File: src/rtl/vadd_seq_ctrl.sv
// vadd_seq_ctrl
//   Top-level sequencer for the vector-add datapath. One start command runs
//   the whole job:
//     1. load A into BRAM through the stream wrapper
//     2. load B the same way
//     3. compute C[i] = A[i] + B[i] through compute port B
//     4. stream C back out through the wrapper
//
// Ports
//   clk, rst_n          clock, asynchronous active-low reset
//   start               command pulse, only accepted while idle
//   base_a/b/c, vec_len job description, latched when start is accepted
//   busy, done, ovf     job status; ovf is sticky carry-out of any element sum
//   bram_start_write    one-cycle pulse: wrapper loads a vector from DMA
//   bram_start_read     one-cycle pulse: wrapper streams a vector to DMA
//   bram_base_addr      wrapper base address, valid with a start pulse
//   bram_len            wrapper length, valid with a start pulse
//   bram_done           wrapper completion pulse
//   comp_*_b            compute-side BRAM port (1-cycle read latency)
module vadd_seq_ctrl #(
    parameter int ADDR_WIDTH = 13,
    parameter int DATA_WIDTH = 32
) (
    input  logic                  clk,
    input  logic                  rst_n,
    input  logic                  start,
    input  logic [ADDR_WIDTH-1:0] base_a,
    input  logic [ADDR_WIDTH-1:0] base_b,
    input  logic [ADDR_WIDTH-1:0] base_c,
    input  logic [31:0]           vec_len,
    output logic                  busy,
    output logic                  done,
    output logic                  ovf,
    output logic                  bram_start_write,
    output logic                  bram_start_read,
    output logic [ADDR_WIDTH-1:0] bram_base_addr,
    output logic [31:0]           bram_len,
    input  logic                  bram_done,
    output logic [ADDR_WIDTH-1:0] comp_addr_b,
    output logic [DATA_WIDTH-1:0] comp_din_b,
    input  logic [DATA_WIDTH-1:0] comp_dout_b,
    output logic                  comp_en_b,
    output logic                  comp_we_b
);

    typedef enum logic [3:0] {
        IDLE,
        LD_A_GO,
        LD_A_WAIT,
        LD_B_GO,
        LD_B_WAIT,
        C_RDA,
        C_RDB,
        C_WR,
        ST_GO,
        ST_WAIT,
        FIN
    } state_t;

    state_t                state;
    state_t                state_nxt;

    logic [ADDR_WIDTH-1:0] base_a_r;
    logic [ADDR_WIDTH-1:0] base_b_r;
    logic [ADDR_WIDTH-1:0] base_c_r;
    logic [31:0]           len_r;
    logic [31:0]           idx;
    logic [DATA_WIDTH-1:0] a_reg;

    logic [DATA_WIDTH:0]   sum;
    logic                  last;
    logic [ADDR_WIDTH-1:0] idx_addr;

    // During C_WR the port returns B[idx] (read issued in C_RDB).
    assign sum      = {1'b0, a_reg} + {1'b0, comp_dout_b};
    assign last     = (idx == len_r - 32'd1);
    // Address arithmetic is modulo 2^ADDR_WIDTH, so only the low idx bits matter.
    assign idx_addr = idx[ADDR_WIDTH-1:0];

    // State register
    always_ff @(posedge clk or negedge rst_n) begin
        if (!rst_n) begin
            state <= IDLE;
        end else begin
            state <= state_nxt;
        end
    end

    // Next state and decoded port/wrapper controls. Everything decodes to 0
    // in IDLE, so an asynchronous reset silences the outputs at once.
    always_comb begin
        state_nxt        = state;
        bram_start_write = 1'b0;
        bram_start_read  = 1'b0;
        bram_base_addr   = '0;
        bram_len         = '0;
        comp_en_b        = 1'b0;
        comp_we_b        = 1'b0;
        comp_addr_b      = '0;
        comp_din_b       = '0;

        case (state)
            IDLE: begin
                if (start) begin
                    state_nxt = (vec_len == 32'd0) ? FIN : LD_A_GO;
                end
            end
            LD_A_GO: begin
                bram_start_write = 1'b1;
                bram_base_addr   = base_a_r;
                bram_len         = len_r;
                state_nxt        = LD_A_WAIT;
            end
            LD_A_WAIT: begin
                if (bram_done) state_nxt = LD_B_GO;
            end
            LD_B_GO: begin
                bram_start_write = 1'b1;
                bram_base_addr   = base_b_r;
                bram_len         = len_r;
                state_nxt        = LD_B_WAIT;
            end
            LD_B_WAIT: begin
                if (bram_done) state_nxt = C_RDA;
            end
            C_RDA: begin
                comp_en_b   = 1'b1;
                comp_addr_b = base_a_r + idx_addr;
                state_nxt   = C_RDB;
            end
            C_RDB: begin
                comp_en_b   = 1'b1;
                comp_addr_b = base_b_r + idx_addr;
                state_nxt   = C_WR;
            end
            C_WR: begin
                comp_en_b   = 1'b1;
                comp_we_b   = 1'b1;
                comp_addr_b = base_c_r + idx_addr;
                comp_din_b  = sum[DATA_WIDTH-1:0];
                state_nxt   = last ? ST_GO : C_RDA;
            end
            ST_GO: begin
                bram_start_read = 1'b1;
                bram_base_addr  = base_c_r;
                bram_len        = len_r;
                state_nxt       = ST_WAIT;
            end
            ST_WAIT: begin
                if (bram_done) state_nxt = FIN;
            end
            FIN: begin
                state_nxt = IDLE;
            end
            default: begin
                state_nxt = IDLE;
            end
        endcase
    end

    // Job registers, element index, operand latch and status flags.
    // busy/done are registered so that done lands the cycle after FIN with
    // busy dropping on the same edge.
    always_ff @(posedge clk or negedge rst_n) begin
        if (!rst_n) begin
            base_a_r <= '0;
            base_b_r <= '0;
            base_c_r <= '0;
            len_r    <= '0;
            idx      <= '0;
            a_reg    <= '0;
            busy     <= 1'b0;
            done     <= 1'b0;
            ovf      <= 1'b0;
        end else begin
            done <= (state == FIN);
            if (state == FIN) begin
                busy <= 1'b0;
            end

            case (state)
                IDLE: begin
                    if (start) begin
                        base_a_r <= base_a;
                        base_b_r <= base_b;
                        base_c_r <= base_c;
                        len_r    <= vec_len;
                        idx      <= '0;
                        ovf      <= 1'b0;
                        busy     <= 1'b1;
                    end
                end
                C_RDB: begin
                    // A[idx] arrives now, one cycle after the C_RDA read.
                    a_reg <= comp_dout_b;
                end
                C_WR: begin
                    if (sum[DATA_WIDTH]) begin
                        ovf <= 1'b1;
                    end
                    if (!last) begin
                        idx <= idx + 32'd1;
                    end
                end
                default: begin
                end
            endcase
        end
    end

endmodule

File: config.mk
export PLATFORM = sky130hd
export DESIGN_NAME = vadd_seq_ctrl
export DESIGN_NICKNAME = d
export VERILOG_FILES = /design/src/rtl/vadd_seq_ctrl.sv
export SDC_FILE = /design/constraint.sdc
export NUM_CORES = 1
export LEC_CHECK = 0
export CAP_MARGIN = 15
export CORE_MARGIN = 2
export CORE_UTILIZATION = 53
export CTS_CLUSTER_SIZE = 20
export DETAILED_ROUTE_END_ITERATION = 12
export HOLD_SLACK_MARGIN = 0.1
export PLACE_DENSITY = 0.82
export SETUP_SLACK_MARGIN = 0.05
export SLEW_MARGIN = 20
export SYNTH_ARGS = -nofsm -noshare
export SYNTH_HDL_FRONTEND = slang
export SYNTH_SLANG_ARGS = --single-unit
File: constraint.sdc
create_clock -name clk -period 7.75 [get_ports clk]
set_input_delay 2.325 -clock clk [delete_from_list [all_inputs] [get_ports clk]]
set_output_delay 2.325 -clock clk [all_outputs]
set_load 0.005 [all_outputs]
==> flow_metrics.tcl <==
set metrics [dict create \
    synth_warnings 0 \
    drive_gt1_share_pct 11.72 \
    drv_slew 0 \
    status "finished clean" \
    grt.total_usage_pct 28.46 \
    fin_skew_ns 0.01420 \
    htreeDepth 4 \
    power.density_mw_per_mm2 399.9 \
    grt_pass1_vias 9729 \
    n_fill_cell 1522 \
    maxSlewHeadroom_pct 27.45 \
    grt_pass1_wl_microns 47220 \
    crit_required_ns 5.43 \
    synth_top_area_share_pct 34.32 \
    cpLargestDelayFamily "buffers and inverters" \
    syn_area_sq_mm 0.01035 \
    max-vdd-ir-drop_uv 524.8 \
    die_y_microns 143.8 \
    place_area_sq_mm 0.01273 \
    max_freq_ghz 0.1321 \
    overflow 0 \
    drt_iter0_markers 739 \
    power_mw 5.400 \
    dp_hpwl_microns 20730 \
    rsz0062_at_grt "no" \
    fin_nets 1609 \
    cts_made_buffers 17 \
    synthToLayoutAreaGrowth_pct 30.40 \
    setup_viol 0 \
    antenna_found_initial 0 \
    n_antenna_cell 0 \
    cp-end-kind "primary output" \
    crit_fanout 3 \
    synth_nets 1410 \
    ys_ff_latch 142 \
    vias 10130 \
    synth_edf_count 0 \
    avgSynthCellArea_sq_um 8.250 \
    dieArea_sq_mm 0.02067 \
    gp_congestion 0.9261 \
    final_cell_mix "278 x nand2_1, 189 x clkdlybuf4s50_1, 142 x dfrtp_1, 84 x nor2_1, 46 x a21oi_1" \
    route.detailed.vias_per_inst 5.849 \
    cts_sinks 142 \
    drc 0 \
    setup_tns_ns 0 \
    async_flop_share_pct 100.0 \
    pre_cts_ws_ns -0.3104 \
    ys_top_cells_by_area "dfrtp_1 34%, nand2_1 10%, ha_1 5.6%, mux2_2 3.6%, xnor2_1 3.6%" \
    seq_area_frac_synth_pct 34.32 \
    cts_hold_buf 0 \
    worstMarginPinSlew_ns 1.088 \
    critPathSlowestCell "clkdlybuf4s50_1" \
    min_period_over_period_pct 97.65 \
    start_util_pct 53.55 \
    yosysTopAreaCell "dfrtp_1" \
    die_x_microns 143.8 \
    placementRows 51 \
    fin_area_sq_mm 0.01350 \
    p_leak_nw 5.814 \
    final_common_cell "nand2_1" \
    ctsLongestPathBuffers 2 \
    clk_transition_reported_paths_ns 0.07 \
    dominantRegCellSynth "dfrtp_1" \
    cp-start-kind "primary input" \
    wl_per_cell_microns 16.93 \
    crit_top_cell "buf_4" \
    timing.final.ws_setup_ns 0.1821 \
    crit_chain "clkdlybuf4s50_1 > ha_1 > o21ai_1 > or4_4 > a21bo_2 > a311oi_2 > buf_4 > buf_4 > buf_4 > a21boi_0 > xor2_1 > nor2_1 > clkdlybuf4s50_1" \
    yosysUniqueCellTypes 74 \
    first_pass_iters 5 \
    critPathMaxStageDelay_ns 0.50 \
    wirelength_microns 29330 \
    finalHoldViolCount 0 \
    core-area_sq_mm 0.01933 \
    antenna_left 0 \
    hold_path.class "flop to flop" \
    critPathKind "primary input to primary output" \
    io_pins 204 \
    crit_buf_inv 5 \
    cts_tree "yes" \
    grt_max_degree 101 \
    clk_latency_ns 0.44 \
    cap_violations 0 \
    arrival_ns 5.24 \
    root_buffer "clkbuf_16" \
    layout_min_cycle_time_ns 7.568 \
    io_buffer_count 203 \
    netlist_instances 1255 \
]
[worst min-delay path, stage by stage, from the launching register on]
cell and delay, ns:
dfrtp_1 0.36, nand2_1 0.05, nand2_1 0.06
[cell usage after synthesis, drive strengths merged (22+ instances only)]
cell    count
nand2     278
dfrtp     142
nor2       85
a21oi      54
clkbuf     52
o21ai      51
ha         46
xnor2      42
nor2b      39
nand3      36
mux2       33
nor3       31
inv        28
or4        27
xor2       22
[worst paths after layout]
| path | depth (start not counted) | start | to | slack (ns) |
|---|---|---|---|---|
| worst min-delay path | 2 | base_c_r[11]$_DFFE_PN0P_ | base_c_r[11]$_DFFE_PN0P_ | 0.50 |
| worst max register to register | 9 | len_r[2]$_DFFE_PN0P_ | idx[24]$_DFFE_PN0P_ | 3.55 |
| max in group asynchronous | 2 | rst_n | a_reg[9]$_DFFE_PN0N_ | 4.46 |
| worst min register to register | 2 | base_c_r[11]$_DFFE_PN0P_ | base_c_r[11]$_DFFE_PN0P_ | 0.50 |
| worst max-delay path | 13 | comp_dout_b[3] | comp_din_b[21] | 0.18 |
| min in group asynchronous | 1 | rst_n | len_r[1]$_DFFE_PN0P_ | 1.90 |
[power by group]
| group | switching, mW | total [mW] | internal [mW] |
|---|---|---|---|
| registers | 0.391 | 1.45 | 1.05 |
| clock network | 0.372 | 0.833 | 0.461 |
| logic | 1.53 | 3.12 | 1.59 |
[logic make-up (layout without fill, tap and decap cells)]
logic type | after synthesis | count (layout) | synth area share (%)
and+or+nand+nor | 635 | 635 | 29.92
AOI/OAI and AO/OA | 220 | 220 | 14.95
DFF | 142 | 142 | 34.32
buffers and inverters | 93 | 305 | 3.927
xor gates and xnor gates | 64 | 64 | 5.414
muxes | 53 | 53 | 5.523
adders and majority gates | 48 | 48 | 5.946
[timing repair]
item,CTS,global route
setup buffers,3,1
setup endpoints to repair,12,13
pin swaps,5,16
resized for setup,17,29
[cell type report]
| type | instances | area, sq um | share of cell area [%] |
|---|---|---|---|
| timing repair buffer | 245 | 2347 | 17.38 |
| multi-input combinational | 1020 | 6570 | 48.66 |
| inverter | 28 | 105.1 | 0.7784 |
| sequential | 142 | 3553 | 26.32 |
| clock buffer | 17 | 425.4 | 3.151 |
| clock inverter | 15 | 168.9 | 1.251 |
| tap | 265 | 331.6 | 2.456 |
[per-stage QoR]
stage / instances / hold WS [ns] / utilization [%]
detailed placement: 1696 / 0.4837 / 65.84
floorplan: 1255 / 0.4587 / -
global route: 1732 / 0.5269 / 69.83
CTS: 1731 / 0.5000 / 69.19
finish: 1732 / 0.5019 / 69.83
global placement: 1696 / 0.4765 / 65.84
[layer usage]
metal	track usage [%]	wire length, microns	share of wire, %	vias up
li1	-	-	-	4861
met1	37.63	12790	44	4827
met2	46.22	13730	47	377
met3	5.631	1895	6.5	65
met4	10.84	907	3.1	0
met5	0	0	0	-
No activity file was read; power rests on OpenSTA's default activity.
